--- src/rtl/acc_stim_driver.sv ---
// Stimulus source and scoreboard for the 4-bit dual-register accumulator:
// resets it, drives `add` per mode, and checks z1..z4 against a shadow x/y model.
module acc_stim_driver #(
  parameter int WIDTH     = 4,
  parameter int TARGET    = 10,
  parameter int MAX_STEPS = 15,
  parameter int STEP_W    = 5
) (
  input  logic              i_clk,
  input  logic              i_reset,
  input  logic              i_start,
  input  logic [1:0]        i_mode,
  input  logic              i_z1,
  input  logic              i_z2,
  input  logic              i_z3,
  input  logic              i_z4,
  output logic              o_acc_reset_n,
  output logic [WIDTH-1:0]  o_add,
  output logic              o_busy,
  output logic              o_done,
  output logic              o_hit,
  output logic              o_error,
  output logic [STEP_W-1:0] o_step_cnt
);

  typedef enum logic [1:0] {S_IDLE, S_INIT, S_DRIVE, S_DONE} state_t;

  localparam logic [WIDTH-1:0]  TGT  = WIDTH'(TARGET);
  localparam logic [STEP_W-1:0] MAXS = STEP_W'(MAX_STEPS);
  localparam logic [WIDTH-1:0]  ONE  = WIDTH'(1);
  localparam logic [WIDTH-1:0]  TWO  = WIDTH'(2);
  localparam logic [WIDTH-1:0]  FIVE = WIDTH'(5);

  state_t              r_state, w_next;
  logic [1:0]          r_mode;
  logic [WIDTH-1:0]    r_x, r_y;
  logic                r_tog;
  logic                r_hit, r_err;
  logic [STEP_W-1:0]   r_step;

  logic [3:0]          w_exp_z;
  logic                w_mismatch;
  logic [WIDTH-1:0]    w_mode_add;
  logic                w_apply, w_clear, w_load, w_set_hit, w_set_err;

  // Expected flags are pure functions of the shadow registers, compared in the same cycle.
  assign w_exp_z    = {r_x >= TGT, !(r_x <= TGT), r_x > TGT, (r_x == TGT) || (r_y == TGT)};
  assign w_mismatch = ({i_z1, i_z2, i_z3, i_z4} != w_exp_z);

  always_comb begin
    w_mode_add = '0;
    case (r_mode)
      2'd0: w_mode_add = ONE;
      2'd1: w_mode_add = TWO;
      2'd2: w_mode_add = r_tog ? TWO : ONE;
      default: w_mode_add = '0;
    endcase
  end

  always_comb begin
    w_next    = r_state;
    w_apply   = 1'b0;
    w_clear   = 1'b0;
    w_load    = 1'b0;
    w_set_hit = 1'b0;
    w_set_err = 1'b0;
    case (r_state)
      S_IDLE: if (i_start) begin
        w_clear = 1'b1;
        w_next  = S_INIT;
      end
      S_INIT: begin
        w_load = 1'b1;
        w_next = S_DRIVE;
      end
      S_DRIVE: begin
        if (w_mismatch) begin
          w_set_err = 1'b1;
          w_next    = S_DONE;
        end else if (r_x >= TGT) begin
          w_set_hit = 1'b1;
          w_next    = S_DONE;
        end else if (r_step == MAXS) begin
          w_next = S_DONE;
        end else begin
          w_apply = 1'b1;
        end
      end
      default: w_next = S_IDLE;
    endcase
  end

  // add is zero in every non-applying cycle so the accumulator stays frozen.
  assign o_add         = w_apply ? w_mode_add : '0;
  assign o_acc_reset_n = (r_state != S_INIT);
  assign o_busy        = (r_state == S_INIT) || (r_state == S_DRIVE);
  assign o_done        = (r_state == S_DONE);
  assign o_hit         = r_hit;
  assign o_error       = r_err;
  assign o_step_cnt    = r_step;

  always_ff @(posedge i_clk or posedge i_reset) begin
    if (i_reset) begin
      r_state <= S_IDLE;
      r_mode  <= 2'd0;
      r_x     <= '0;
      r_y     <= '0;
      r_tog   <= 1'b0;
      r_hit   <= 1'b0;
      r_err   <= 1'b0;
      r_step  <= '0;
    end else begin
      r_state <= w_next;
      if (w_clear) begin
        r_mode <= i_mode;
        r_hit  <= 1'b0;
        r_err  <= 1'b0;
        r_step <= '0;
      end
      if (w_load) begin
        r_x   <= ONE;
        r_y   <= ONE;
        r_tog <= 1'b0;
      end
      if (w_set_hit) r_hit <= 1'b1;
      if (w_set_err) r_err <= 1'b1;
      if (w_apply) begin
        r_step <= r_step + 1'b1;
        r_tog  <= ~r_tog;
        if (w_mode_add < TWO) begin
          r_x <= r_x + w_mode_add;
          r_y <= r_y + w_mode_add;
        end else begin
          if (r_x < FIVE) r_x <= r_x + r_y;
          r_y <= r_x;
        end
      end
    end
  end

endmodule

--- config.mk ---
export PLATFORM = sky130hd
export DESIGN_NAME = acc_stim_driver
export DESIGN_NICKNAME = d
export VERILOG_FILES = /design/src/rtl/acc_stim_driver.sv
export SDC_FILE = /design/constraint.sdc
export NUM_CORES = 1
export LEC_CHECK = 0
export ABC_CLOCK_PERIOD_IN_PS = 7600
export BUFFER_PORTS_ARGS = -buffer_cell sky130_fd_sc_hd__buf_2
export CORE_ASPECT_RATIO = 1.4
export CORE_MARGIN = 2
export CORE_UTILIZATION = 52
export CTS_BUF_LIST = sky130_fd_sc_hd__clkbuf_16
export CTS_CLUSTER_SIZE = 10
export DETAILED_ROUTE_END_ITERATION = 16
export HOLD_SLACK_MARGIN = 0.1
export PLACE_DENSITY = 0.76
export SYNTH_ARGS = -nofsm -noshare
export SYNTH_HDL_FRONTEND = slang
export SYNTH_SLANG_ARGS = --single-unit
--- constraint.sdc ---
create_clock -name i_clk -period 7.6 [get_ports i_clk]
set_clock_uncertainty 0.05 [all_clocks]
set_input_delay 2.28 -clock i_clk [delete_from_list [all_inputs] [get_ports i_clk]]
set_output_delay 2.28 -clock i_clk [all_outputs]
set_load 0.01 [all_outputs]
# Yosys cells after proc, flatten, opt, wreduce, memory -nomap -nowiden
# Index checks and enable logic that the tools add are counted.
[op_classes]
n_shift = 0
n_bitwise = 1
muxes = 34
div_mod_pow = 0
eq_ne = 12
magnitude_cmp = 5
n_addsub = 4
reduce_logical = 10
mul = 0
[ops]
columns = ["cell", "count"]
rows = [
  ["$mux W4", 8],
  ["$mux W1", 17],
  ["$add A4 B4 Y4", 3],
  ["$pmux W2 S3", 2],
  ["$mux W2", 5],
  ["$mux W5", 2],
  ["$eq A4 B4 Y1 const B", 2],
  ["$reduce_bool A2 Y1", 4],
  ["$eq A2 B2 Y1 const B", 3],
  ["$add A5 B1 Y5 const B", 1],
  ["$eq A5 B4 Y1 const B", 1],
  ["$eq A2 B1 Y1 const B", 2],
  ["$ge A4 B4 Y1 const B", 1],
  ["$gt A4 B4 Y1 const B", 1],
  ["$le A4 B4 Y1 const B", 1],
  ["$logic_not A2 Y1", 2],
  ["$lt A4 B2 Y1 const B", 1],
  ["$lt A4 B3 Y1 const B", 1],
  ["$ne A4 B4 Y1", 1],
  ["$ne A4 B4 Y1 const B", 1],
  ["$logic_or A1 B1 Y1", 2],
  ["$ne A2 B1 Y1 const B", 1],
  ["$ne A2 B2 Y1 const B", 1],
  ["$reduce_and A2 Y1", 1],
  ["other kinds (2)", 2],
]
[totals]
mem_bits_rw = 0
memories = 0
ff_bits = 20
in_bits = 9
mem_bits_ro = 0
latch_bits = 0

# Longest topological paths before layout
# Gate-level depths: netlist (run 1).
[depth]
depth_word = 6
ltp_mapped = 9
ltp_nobuf = 7

# Worst setup path before layout (run 1)
# Ideal clock, no wire load.
[synth_timing]
kind = "in2out"
from = "in i_z3"
to = "out o_add[1]"
slack_ns = 1.849
t_arrival_ns = 3.421
path_buffers = 2
stages = 7
path_cell_list = "nor2b_1 -> nor4_1 -> o2111ai_1 -> or2_1 -> buf_6 -> buf_6 -> nor2_1"
[synth_via]
elab_chain_len = 4
[synth_lines]
columns = ["item", "line_no", "source"]
rows = [
  ["start: declaration", "15", "input logic i_z3,"],
  ["$ne A4 B4 Y1", "48", "assign w_mismatch = ({i_z1, i_z2, i_z3, i_z4} != w_exp_z);"],
  ["$mux W1", "77", "if (w_mismatch) begin"],
  ["$mux W1", "67", "case (r_state)"],
  ["$mux W4", "94", "assign o_add = w_apply ? w_mode_add : '0;"],
  ["end: declaration", "18", "output logic [WIDTH-1:0] o_add,"],
]
# Every way passes these cells.

# Worst setup path in the final report (run 1)
[layout_timing]
from = "in i_z3"
to = "out o_add[0]"
# Same word-level chain as after synthesis.

==> reports/results.ini, run 1 <==
[synth]
syn_inst = 156
synth_edf_count = 0
avgSynthCellArea_um2 = 9.70
netlist_area_mm2 = 0.00151
synth.area.top_cells = dfrtp_1, ha_1, mux2i_1
yosys.area.top_type_share_pct = 33.1
synth_top_cell_by_area = dfrtp_1
synth_commonest_cells = dfrtp_1, ha_1, inv_1
ys_seq_elements = 20
yosysWarnings = 0
ys_types = 47
ys_seq_area_share_pct = 33.1
async_reset_ff_share_pct = 100
synth_top_flop_cell = dfrtp_1
yosysMostFrequentCell = dfrtp_1

[critical_path]
path_cells = buf_2 -> and4_1 -> o22ai_2 -> or2_1 -> nor2b_1 -> buf_2
arrival_ps = 3910
crit_slowest_cell = or2_1
slowest_delay_ps = 580
start_kind = input port
crit_top_cell = buf_2
crit_path_end_kind = primary output
crit_fanout = 17
required_ps = 5270
crit_type = input port to primary output

[sta]
max_slew_margin_pct = 48.7
setup_viol = 0
layout_setup_ws_ps = 1360
period_minus_slack_ps = 6240
rsz0062_at_grt = no
min_period_over_period_pct = 82.1
worst_slew_pin_slew_ps = 769
max_freq_mhz = 160
setup-tns-final_ps = 0
finalHoldViolations = 0
report.final.slew_viol_count = 0

[die]
initial_core_util_pct = 53.6
die_y_um = 67.8
num_io_pins = 23
core_mm2 = 0.00282
dieArea_mm2 = 0.00336
fp.dieW_um = 49.6
placement_rows = 23

[clock_tree]
cts_buffers = 3
clockRootBuffer = clkbuf_16
ctsResizeCount = 0
clk_latency_ps = 250
cts_setup_buffers = 0
cts_max_path_buffers = 2
path_clk_slew_ps = 50
clock_sinks = 20
htreeDepth = 1
holdBufCountCts = 0
cts_tree = done

[grt]
antenna_found_initial = 0
grt_usage_pct = 21.4
grt_pass1_vias = 1255
grt_overflow = 0
grt_pass1_wl_um = 5530
grt_max_degree = 21

[detailed_routing]
wl_um = 3290
dr.pass1.iters = 4
drc = 0
wl_per_cell_um = 15.7
drt_iter0_drc = 36
viasPerCell = 6.06
detail-route-antenna-nets = 0
num_vias = 1266

[status]
outcome = finished, final reports clean

[power]
total_power_mw = 0.522
power_density_mw_per_mm2 = 306
vdd_drop_max_v = 0.000268
p_leak_nw = 0.793

[placement]
routabilityCongestion = 0.839
dp.cells = 205
io_buffers = 20
dpl.hpwl_um = 2390
post-place-ws_ps = 1380

[cells_and_area]
syn2layout_area_growth_pct = 12.5
insertedDiodeCount = 0
finalNetCount = 197
instances_no_fill = 209
drive_gt1_share_pct = 19.8
n_fill_cell = 265
utilization_pct = 60.3

[flow_run]
drv_cap = 0

[worst_hold_path]
hold_class = register to register

## per-layer routing
layer	share of wire, %	wire length [um]	track usage, %
met5	0	0	0
met4	2.1	69	11.8
met3	1.8	59	2.18
met2	55	1810	39.7
met1	41	1350	24.2
## path summary, 6_finish.rpt
| kind | startpoint | to | slack, ps | depth (start not counted) |
|---|---|---|---|---|
| worst max register to register | o_step_cnt[0] | r_x[3] | 5160 | 8 |
| worst min-delay path | o_hit | o_hit | 440 | 2 |
| max in group asynchronous | i_reset | o_hit | 4910 | 2 |
| min in group asynchronous | i_reset | o_step_cnt[1] | 2110 | 2 |
| worst max-delay path | i_z3 | o_add[0] | 1360 | 6 |
| worst min register to register | o_hit | o_hit | 440 | 2 |
## layout by cell type, fill, tap and decap left out, types with 5 or more instances in the layout
cell	netlist	routed
inv_1	12	12
ha_1	14	14
o211ai_1	5	5
dfrtp_1	20	20
nand3_1	6	6
nand2_1	10	10
buf_2	2	20
a21oi_1	5	5
mux2i_1	5	5
## worst max-delay path, delay by kind of cell
kind                   cells  cell delay, ps
AOI/OAI and AO/OA          1             500
buffers and inverters      2             280
and+or+nand+nor            3             840
## cell families after synthesis
kind of cell	Yosys count	synth area share, %
simple gates	41	15.4
other cells	1	0.248
buf+inv	22	7.86
mux	9	6.29
flops	20	33.1
compound gates	43	21.3
xor+xnor	5	2.90
fa+ha+maj	15	12.9
## state kept, by name, summed over array words and instances (netlist names)
| register | flops |
|---|---|
| r_x | 4 |
| o_hit | 1 |
| o_error | 1 |
| r_y | 4 |
| r_mode | 2 |
| r_tog | 1 |
| r_state | 2 |
| o_step_cnt | 5 |
## area by class of cell
type / count / area (um2) / share of cell area (%)
Multi-Input combinational cell: 115 / 897 / 52.7
Sequential cell: 20 / 500 / 29.4
Timing Repair Buffer: 21 / 108 / 6.32
Clock buffer: 3 / 75.1 / 4.41
Tap cell: 37 / 46.3 / 2.72
Inverter: 12 / 45.0 / 2.65
Clock inverter: 1 / 30.0 / 1.76
## power by group
group | switching, mW | internal (mW)
logic | 0.120 | 0.102
registers | 0.0288 | 0.127
clock network | 0.0385 | 0.104
## stage by stage
step / instance area, um2 / hold WS [ps]
2_1_floorplan: 1520 / 417
3_3_place_gp: 1600 / 411
3_5_place_dp: 1600 / 436
4_1_cts: 1700 / 449
5_1_grt: 1700 / 476
6_report: 1700 / 445
No activity file was read; power rests on OpenSTA's default activity.
==> run 2, diff against run 1 <==
- ABC_CLOCK_PERIOD_IN_PS: 7600 -> 5500
- CORE_UTILIZATION: 52 -> 51
- PLACE_DENSITY: 0.76 -> 0.78
- clock period: 7.6 -> 5.5 ns (I/O delays scaled with it)
==> run 2 against run 1 <==
Against the previous run:
- cell count increased by 0.96%
- flip-flop and latch count is the same
- power up 39%
- die area up 1.8%
- count of clock-buffer cells in the layout unchanged
- critical path depth up 2
- critical path type unchanged
==> reports/results.ini, run 2 (synthesized netlist as in run 1, its figures left out) <==
[cells_and_area]
largest_reg_flops = 5  ; unchanged
layout_common_cells = buf_2, dfrtp_1, ha_1  ; unchanged
drive_gt1_share_pct = 20.7  ; was 19.8%
insertedDiodeCount = 0  ; unchanged
postLayoutCellArea_mm2 = 0.00172  ; was 0.00170 mm2
instances_no_fill = 211  ; was 209
syn2layout_area_growth_pct = 13.5  ; was 12.5%
n_fill_cell = 232  ; was 265
ff_latch_area_um2 = 500  ; unchanged
finalNetCount = 199  ; was 197
utilization_pct = 60.3  ; about the same
multiInputGateArea_um2 = 897  ; unchanged

[sta]
period_minus_slack_ps = 4660
layout_setup_ws_ps = 840  ; was 1360 ps
max_freq_mhz = 215
worst_slew_pin_slew_ps = 795  ; was 769 ps
rsz0062_at_grt = no  ; unchanged
report.final.slew_viol_count = 0  ; unchanged
min_period_over_period_pct = 84.7
setup_viol = 0  ; unchanged
setup-tns-final_ps = 0  ; unchanged
finalHoldViolations = 0  ; unchanged
max_slew_margin_pct = 46.9  ; was 48.7%

[flow_run]
drv_cap = 0  ; unchanged

[die]
placement_rows = 23  ; unchanged
num_io_pins = 23  ; unchanged
fp.dieW_um = 50.0  ; was 49.6 um
initial_core_util_pct = 53.1  ; was 53.6%
core_mm2 = 0.00285  ; was 0.00282 mm2
die_y_um = 68.4  ; was 67.8 um
dieArea_mm2 = 0.00342  ; was 0.00336 mm2

[critical_path]
arrival_ps = 2960  ; was 3910 ps
required_ps = 3800  ; was 5270 ps
crit_type = input port to primary output  ; unchanged
crit_fanout = 12  ; was 17
rrSetupSlack_ps = 3130  ; was 5160 ps
crit_path_end_kind = primary output  ; unchanged
start_kind = input port  ; unchanged

[placement]
placed_area_mm2 = 0.00161  ; was 0.00160 mm2
dp.cells = 207  ; was 205
post-place-ws_ps = 857  ; was 1380 ps
dpl.hpwl_um = 2470  ; was 2390 um
io_buffers = 20  ; unchanged
routabilityCongestion = 0.868  ; was 0.839

[clock_tree]
htreeDepth = 1  ; unchanged
clk_latency_ps = 260  ; was 250 ps
cts_max_path_buffers = 2  ; unchanged
cts_buffers = 3  ; unchanged
ctsResizeCount = 0  ; unchanged
clockRootBuffer = clkbuf_16  ; unchanged
path_clk_slew_ps = 50  ; about the same
cts_tree = done  ; unchanged
clock_sinks = 20  ; unchanged
cts_setup_buffers = 0  ; unchanged
holdBufCountCts = 0  ; unchanged

[grt]
grt_usage_pct = 22.1  ; was 21.4%
grt_pass1_vias = 1338  ; was 1,255
antenna_found_initial = 0  ; unchanged
grt_pass1_wl_um = 5820  ; was 5530 um
grt_overflow = 0  ; unchanged
grt_max_degree = 21  ; unchanged

[detailed_routing]
dr.pass1.iters = 5  ; was 4
wl_um = 3440  ; was 3290 um
detail-route-antenna-nets = 0  ; unchanged
viasPerCell = 6.09  ; was 6.06
wl_per_cell_um = 16.3  ; was 15.7 um
drc = 0  ; unchanged
num_vias = 1286  ; was 1,266
drt_iter0_drc = 45  ; was 36

[power]
power_density_mw_per_mm2 = 423  ; was 306 mW/mm2
p_leak_nw = 0.802  ; was 0.793 nW
vdd_drop_max_v = 0.000283  ; was 0.000268 V

[worst_hold_path]
hold_class = register to register  ; unchanged

[status]
outcome = finished, final reports clean  ; unchanged

==> run 2: report_power, final <==
group          internal (mW)  switching, mW  total [mW]
clock network          0.145         0.0580       0.203
registers              0.176         0.0394       0.215
logic                  0.143          0.166       0.309
total                  0.463          0.263       0.726
==> run 2: cell type report <==
| class | count | area share [%] |
|---|---|---|
| multi-input combinational | 115 | 52.3 |
| clock buffer | 3 | 4.37 |
| sequential | 20 | 29.2 |
| inverter | 12 | 2.62 |
| timing repair buffer | 23 | 7.14 |
| clock inverter | 1 | 1.75 |
| tap | 37 | 2.70 |
==> run 2: layer usage <==
metal | track usage, % | part of all wire, % | vias to the layer above
li1 | - | - | 606
met1 | 22.4 | 39 | 636
met2 | 44.6 | 57 | 35
met3 | 2.18 | 2.8 | 9
met4 | 10.4 | 1.6 | 0
met5 | 0 | 0 | -
==> run 2: worst paths after layout <==
path                            cells after the start       endpoint           from
worst min-delay path                                2          o_hit          o_hit
min in group asynchronous                           2  o_step_cnt[0]        i_reset
worst min register to register                      2          o_hit          o_hit
max in group asynchronous                           2         r_x[2]        i_reset
worst max-delay path                                8       o_add[1]           i_z3
worst max register to register                      9         r_x[3]  o_step_cnt[0]
==> run 2: stage by stage <==
stage	power (mW)	hold WS (ps)
global route	0.777	485
floorplan	0.449	417
CTS	0.729	445
detailed placement	0.524	432
global placement	0.505	409
finish	0.726	438
==> run 2: critical path, stage by stage <==
cell and delay, ps:
buf_2 110, nor2b_1 150, nor4_1 170, o2111ai_1 150, buf_4 200, or2_1 250
nor2_1 120, buf_2 150
